--- config.mk ---
export PLATFORM = sky130hd
export DESIGN_NAME = mspulse_multi
export DESIGN_NICKNAME = d
export VERILOG_FILES = /design/src/rtl/mspulse_multi.sv
export SDC_FILE = /design/constraint.sdc
export NUM_CORES = 1
export LEC_CHECK = 0
export ABC_AREA = 1
export BUFFER_PORTS_ARGS = -buffer_cell sky130_fd_sc_hd__buf_4
export CORE_MARGIN = 4
export CORE_UTILIZATION = 45
export CTS_CLUSTER_SIZE = 24
export DETAILED_ROUTE_END_ITERATION = 8
export MAX_ROUTING_LAYER = met4
export PLACE_DENSITY = 0.7
export SYNTH_ARGS = -nofsm -noshare
export SYNTH_HDL_FRONTEND = slang
export SYNTH_SLANG_ARGS = --single-unit
--- constraint.sdc ---
create_clock -name clk -period 2.2 [get_ports clk]
set_clock_uncertainty 0.2 [all_clocks]
set_input_delay 0.11 -clock clk [delete_from_list [all_inputs] [get_ports clk]]
set_output_delay 0.11 -clock clk [all_outputs]
set_load 0.1 [all_outputs]
--- src/rtl/mspulse_multi.sv ---
// Multi-channel millisecond pulse generator: one shared prescaler produces a tick
// strobe and square wave, and NCH channels count ticks to emit period pulses.
module mspulse_multi #(
    parameter int unsigned CLK_HZ  = 50_000_000,
    parameter int unsigned TICK_HZ = 1000,
    parameter int unsigned NCH     = 4,
    parameter int unsigned CNT_W   = 16
) (
    input  logic                   clk,
    input  logic                   reset,
    input  logic [NCH-1:0]         start,
    input  logic [NCH-1:0]         stop,
    input  logic [NCH-1:0]         oneshot,
    input  logic [NCH*CNT_W-1:0]   period,
    output logic                   tick,
    output logic                   msclock,
    output logic [NCH-1:0]         pulse,
    output logic [NCH-1:0]         busy,
    output logic [NCH-1:0]         done
);

    localparam int unsigned DIV  = CLK_HZ / TICK_HZ;
    localparam int unsigned PS_W = (DIV > 1) ? $clog2(DIV) : 1;
    localparam logic [PS_W-1:0] PS_MAX = PS_W'(DIV - 1);

    if (DIV < 2) begin : g_div_chk
        $error("mspulse_multi: CLK_HZ/TICK_HZ must be at least 2");
    end
    if (NCH < 1 || NCH > 16) begin : g_nch_chk
        $error("mspulse_multi: NCH must be in 1..16");
    end

    typedef enum logic {
        S_IDLE = 1'b0,
        S_RUN  = 1'b1
    } state_e;

    logic [PS_W-1:0]             ps_q, ps_d;
    logic                        tick_q, tick_d;
    logic                        msclock_q, msclock_d;

    state_e                      state_q [NCH];
    state_e                      state_d [NCH];
    logic [NCH-1:0][CNT_W-1:0]   cnt_q, cnt_d;
    logic [NCH-1:0][CNT_W-1:0]   per_q, per_d;
    logic [NCH-1:0]              mode_q, mode_d;
    logic [NCH-1:0]              pulse_q, pulse_d;
    logic [NCH-1:0]              busy_q, busy_d;
    logic [NCH-1:0]              done_q, done_d;

    // Free-running prescaler; tick registers the terminal count
    always_comb begin
        ps_d      = (ps_q == PS_MAX) ? '0 : ps_q + PS_W'(1);
        tick_d    = (ps_q == PS_MAX);
        msclock_d = msclock_q ^ tick_d;
    end

    // Per-channel next state: stop beats start beats tick
    always_comb begin
        logic [CNT_W-1:0] per_in;
        for (int i = 0; i < NCH; i++) begin
            state_d[i] = state_q[i];
            cnt_d[i]   = cnt_q[i];
            per_d[i]   = per_q[i];
            mode_d[i]  = mode_q[i];
            pulse_d[i] = 1'b0;
            done_d[i]  = 1'b0;
            per_in     = period[i*CNT_W +: CNT_W];
            case (state_q[i])
                S_IDLE: begin
                    if (!stop[i] && start[i] && per_in != '0) begin
                        state_d[i] = S_RUN;
                        cnt_d[i]   = per_in;
                        per_d[i]   = per_in;
                        mode_d[i]  = oneshot[i];
                    end
                end
                S_RUN: begin
                    if (stop[i]) begin
                        state_d[i] = S_IDLE;
                        cnt_d[i]   = '0;
                    end else if (start[i]) begin
                        // Restart with a zero period is treated as a stop
                        if (per_in != '0) begin
                            cnt_d[i]  = per_in;
                            per_d[i]  = per_in;
                            mode_d[i] = oneshot[i];
                        end else begin
                            state_d[i] = S_IDLE;
                            cnt_d[i]   = '0;
                        end
                    end else if (tick_q) begin
                        if (cnt_q[i] > CNT_W'(1)) begin
                            cnt_d[i] = cnt_q[i] - CNT_W'(1);
                        end else begin
                            pulse_d[i] = 1'b1;
                            if (mode_q[i]) begin
                                done_d[i]  = 1'b1;
                                state_d[i] = S_IDLE;
                                cnt_d[i]   = '0;
                            end else begin
                                cnt_d[i] = per_q[i];
                            end
                        end
                    end
                end
                default: begin
                    state_d[i] = S_IDLE;
                    cnt_d[i]   = '0;
                end
            endcase
            busy_d[i] = (state_d[i] == S_RUN);
        end
    end

    always_ff @(posedge clk) begin
        if (reset) begin
            ps_q      <= '0;
            tick_q    <= 1'b0;
            msclock_q <= 1'b0;
            for (int i = 0; i < NCH; i++) begin
                state_q[i] <= S_IDLE;
            end
            cnt_q     <= '0;
            per_q     <= '0;
            mode_q    <= '0;
            pulse_q   <= '0;
            busy_q    <= '0;
            done_q    <= '0;
        end else begin
            ps_q      <= ps_d;
            tick_q    <= tick_d;
            msclock_q <= msclock_d;
            for (int i = 0; i < NCH; i++) begin
                state_q[i] <= state_d[i];
            end
            cnt_q     <= cnt_d;
            per_q     <= per_d;
            mode_q    <= mode_d;
            pulse_q   <= pulse_d;
            busy_q    <= busy_d;
            done_q    <= done_d;
        end
    end

    assign tick    = tick_q;
    assign msclock = msclock_q;
    assign pulse   = pulse_q;
    assign busy    = busy_q;
    assign done    = done_q;

endmodule

# Yosys cells after proc, flatten, opt, wreduce, memory -nomap -nowiden
# Memories as Yosys holds them, arrays and structs flattened.
# Index checks and enable logic that the tools add are counted.
totals:
  mem_bits_rw: 4
  regBits: 162
  inputBits: 78
  output_inout_bits: 14
  mem_count: 1
  wordCells: 213
memory_table:
  columns: ["memory", "depth", "width", "rd", "rd_ports_with_merged_regs", "write_ports", "line_no", "text"]
  rows:
  - ["state_q", 4, 1, 4, 0, 4, "42", "state_e state_q [NCH];"]
op_classes:
  eq_ne: 21
  n_mux: 115
  add_sub_neg: 5
  reduce_logical: 33
  n_bitwise: 10
  order_cmp: 4
op_table:
  columns: ["operator", "n"]
  rows:
  - ["$mux 16", 40]
  - ["$pmux 16 s2", 8]
  - ["$gt 16x1->1 const B", 4]
  - ["$reduce_bool 16->1", 4]
  - ["$sub 16x1->16 const B", 4]
  - ["$mux 1", 59]
  - ["$ne 2x2->1 const B", 12]
  - ["$reduce_or 6->1", 4]
  - ["$reduce_or 5->1", 4]
  - ["$add 16x1->16 const B", 1]
  - ["$eq 16x16->1 const B", 1]
  - ["$ne 4x4->1 const B", 4]
  - ["$pmux 1 s2", 8]
  - ["$reduce_and 4->1", 4]
  - ["$logic_and 1x1->1", 8]
  - ["$ne 2x1->1 const B", 4]
  - ["$reduce_and 2->1", 4]
  - ["$not 1->1", 5]
  - ["$logic_not 1->1", 4]
  - ["$or 1x1->1", 4]
  - ["$reduce_or 2->1", 1]
  - ["$xor 1x1->1", 1]

# Logic depth before layout (Yosys ltp)
depth:
  depth_word: 7
  mapped_depth: 12
  ltp_nobuf: 12

# Least setup slack after synthesis
# OpenSTA, ideal clock, no wires.
synth_path:
  path_type: "reg-to-reg"
  start: "register tick_q, in the netlist tick"
  end: "register cnt_q[11] (netlist name)"
  required_ns: 1.943
  setup_ns: 0.057
  n_path_buf: 1
  stages_incl_launch_ff: 8
  synth_period_minus_slack_ns: 2.320
  setup_slack_ns: -0.120
  arrival_ns: 2.063
  path_cell_list: "dfxtp_1 inv_2 nor2_1 clkbuf_1 nand3_1 nand3_1 nand2_1 inv_1"
synth_between:
  elab_chain_cells: 2
synth_rtl:
  columns: ["element", "line_no", "text"]
  rows:
  - ["start, declared", "39", "logic tick_q, tick_d;"]
  - ["start signal, assigned", "132", "tick_q <= tick_d;"]
  - ["$ne 4x4->1 (no source line)", null, null]
  - ["$reduce_and 2->1 (no source line)", null, null]
  - ["end signal, assigned", "137", "cnt_q <= cnt_d;"]
  - ["end, declared", "44", "logic [NCH-1:0][CNT_W-1:0] cnt_q, cnt_d;"]
# Every way passes these cells.
# A chain may end at the register's enable or synchronous reset.

# Final worst setup path
layout_path:
  start: "input port stop[2]"
  end: "register done_q[2], in the netlist done[2]"
layout_between:
  elab_chain_cells: 1
layout_rtl:
  columns: ["element", "line_no", "text"]
  rows:
  - ["start, declared", "12", "input logic [NCH-1:0] stop,"]
  - ["$reduce_or 6->1 (no source line)", null, null]
  - ["end signal, assigned", "142", "done_q <= done_d;"]
  - ["end, declared", "49", "logic [NCH-1:0] done_q, done_d;"]
# Every way passes these cells.

==> metrics.txt <==
Post-synth EDFFs=0; crit path launch=stop[2]; worst-margin pin slew=0.554 ns; R2R Path Start=cnt_q[0]$_SDFFE_PP0P_; CP required=roughly 2.3 ns; Longest Clk Path Bufs=2; Nets=1790; syn_nets=1616; post-synth cell types=36; VDD IR max=0.448 mV; prevailing post-synth register cell=dfxtp_1; Mean Syn Cell Area=6.08 sq um; Max Clock Freq=486 MHz; relative slew slack=63.0%; Die X=between 150 and 200 um; Yosys reg bits=162; hold_sp=stop[0]; top-area cell type share of the netlist area=34.9%; WL/cell=roughly 13 um; Overall Power=roughly 0.008 W; worst hold path type=primary input to register; Setup TNS=0 ns; register area share after synthesis=34.9%; final setup fails=0; clock sink count=between 150 and 200; DRC viols=0; # IOs=around 90; yosys warns=0; DIE AREA=approximately 23000 sq um; RSZ-0062 raised after global routing=false; iteration count of the initial detailed-routing pass=5; layout cell share with drive strength beyond 1=12.0%; final hold violation count=0; largest area contributor in the netlist=dfxtp_1; Async SR Flop Fraction=0%; DR vias/cell=4.91; Slew Viols, Final=0; R2R setup slack=around 0.18 ns; Synth Instances=approximately 1500; count of input and output buffers=91; Register Area=3240 sq um; vias in the first global route=8916; Critical Path Source Type=primary input; initial DRC count=~600; GRT Overall Usage=between 20% and 30%; pwr dens=690 nW/um^2; placed cell areas=10300 sq um; Synth-to-Final Area Change=26.8%; vias=9761; num rows=52; detailed placer's ending HPWL=17800 um; CTS buffer count=17; final WL=25500 um; Mapped Area=9300 sq um; H-tree depth=4; CTS tree=done; Starting Density=45.8%; final setup margin=0.141 ns; min Tclk post-route=between 2 and 2.5 ns; clk slew on worst S/H paths=0.06 ns; arrival time at the worst endpoint=between 2 and 2.5 ns; multi-input logic area=~5200 sq um; Place WS=between 0.2 and 0.25 ns; CP Max Fanout=16; Setup Crit Path Kind=primary input to register; top cells by area in the synthesized netlist=dfxtp_1 35%, nand2_1 23%, nand3_1 9.7%, nor2_1 7.2%, inv_1 5.9%; MaxCap Viol Count=0; leak pwr=between 5 and 6 nW; first-pass GRT wire length=41600 um; layout filler cell count=1997; Placer Congestion=between 0.9 and 1; CTS Root Cell=clkbuf_16; Die Span Y=152 um; design area=11800 sq um; largest net degree at the start of global routing=between 80 and 90; antenna violations before repair=0; Post-CTS Repair Setup Buffers=0; Final ANT Viol Nets=0; Tcrit/Tclk final=93.6%; status=completed; CORE AREA=between 20000 and 25000 sq um; crit end category=register; Clk Latency, worst-skew pair=0.43 ns; ant diodes=0; grt ovf=0
-- cell usage in the layout, fill, tap and decap left out, types with 2 or more instances in the layout --
cell type	n
inv_2	2
xnor2_1	10
nor2_2	22
nand2_1	563
buf_6	2
clkinv_1	3
inv_6	2
nand2_2	11
o21ai_1	3
nor3_1	8
nor3b_1	3
nand2_4	4
bufinv_16	4
nand4_1	9
dfxtp_1	161
buf_4	119
nor2_4	3
nor2_1	177
nand3_1	181
o31ai_1	4
xor2_1	11
clkinv_2	4
a21oi_1	97
nand3b_1	9
or2_2	4
buf_12	2
o21ai_2	3
dlygate4sd3_1	81
o21ai_0	23
or2_0	2
clkbuf_16	17
ha_1	9
inv_1	147
nor4_1	6
clkinvlp_4	2
-- critical path: stages --
cell and delay, ns:
dlygate4sd3_1 0.55, buf_4 0.14, nor2_1 0.08, dlygate4sd3_1 0.55, nand2_1 0.07, nor2_1 0.09, buf_4 0.23, inv_1 0.11
nor4_1 0.25
-- flip-flops by register name, summed over array words and instances, names as in the netlist --
signal,cells
cnt_q,64
per_q,64
ps_q,16
done,4
mode_q,4
pulse,4
busy,3
msclock,1
state_q,1
tick,1
-- layout make-up --
cell class | count | area share (%)
multi-input combinational | 1166 | 44.5
clock inverter | 13 | 1.54
timing repair buffer | 204 | 15.0
clock buffer | 19 | 3.76
sequential | 162 | 27.5
inverter | 152 | 4.84
tap | 270 | 2.86
-- logic make-up (layout without fill, tap and decap cells) --
kind of cell | Yosys count | after routing | share of synthesized area, %
XOR/XNOR | 21 | 21 | 1.98
adder cells (fa/ha/maj) | 9 | 9 | 1.21
flip-flops | 162 | 162 | 34.9
buffers and inverters | 201 | 388 | 8.76
AND/OR/NAND/NOR | 1003 | 1003 | 45.6
AO/OA/AOI/OAI | 133 | 133 | 7.55
-- where the power goes --
part / internal, W / switching [W]
Clock: 0.00193 / 0.00124
Sequential: 0.00306 / 0.000107
Combinational: 0.000703 / 0.00111
Total: 0.00569 / 0.00245
-- metal layers --
metal / vias to the layer above / track usage (%) / wire [um]
li1: 5153 / - / -
met4: 0 / 6.15 / 383
met2: 208 / 36.1 / 11600
met3: 31 / 3.90 / 1100
met1: 4369 / 30.3 / 12400
met5: - / - / 0
-- synthesized netlist by cell type, types with 4 or more instances --
library cell / instances
nor3_1: 8
o21ai_0: 23
o31ai_1: 4
nor4_1: 6
xor2_1: 11
nand4_1: 9
nor2_1: 178
nand2_4: 4
inv_1: 147
buf_4: 5
clkinv_1: 4
or2_2: 4
buf_2: 18
a21oi_1: 97
clkbuf_1: 20
ha_1: 9
nand2_1: 564
nor2_2: 21
nand3_1: 181
nand3b_1: 9
dfxtp_1: 162
nand2_2: 10
xnor2_1: 10
-- timing repair --
| action | in CTS | in global routing |
|---|---|---|
| endpoints found under the hold margin | 138 | 1 |
| endpoints found under the setup margin | 0 | 15 |
| resized for setup | 0 | 6 |
| hold buffers | 81 | 1 |
-- final timing paths --
check                           end  depth (start not counted)
max              done[2]$_SDFF_PP0_                          9
min          mode_q[0]$_SDFFE_PP0P_                          5
max reg2reg   cnt_q[2]$_SDFFE_PP0P_                         10
min reg2reg      ps_q[0]$_SDFF_PP0_                          1
-- per-stage QoR --
stage	hold slack [ns]	utilization, %	cells
final	0.0887	58.1	1986
after global routing	0.0988	58.1	1986
after CTS	0.0648	58.0	1985
after detailed placement	0.203	50.9	1872
after global placement	0.193	50.9	1872
after floorplan	0.0754	-	1529
Power figures use the tool's default switching activity.
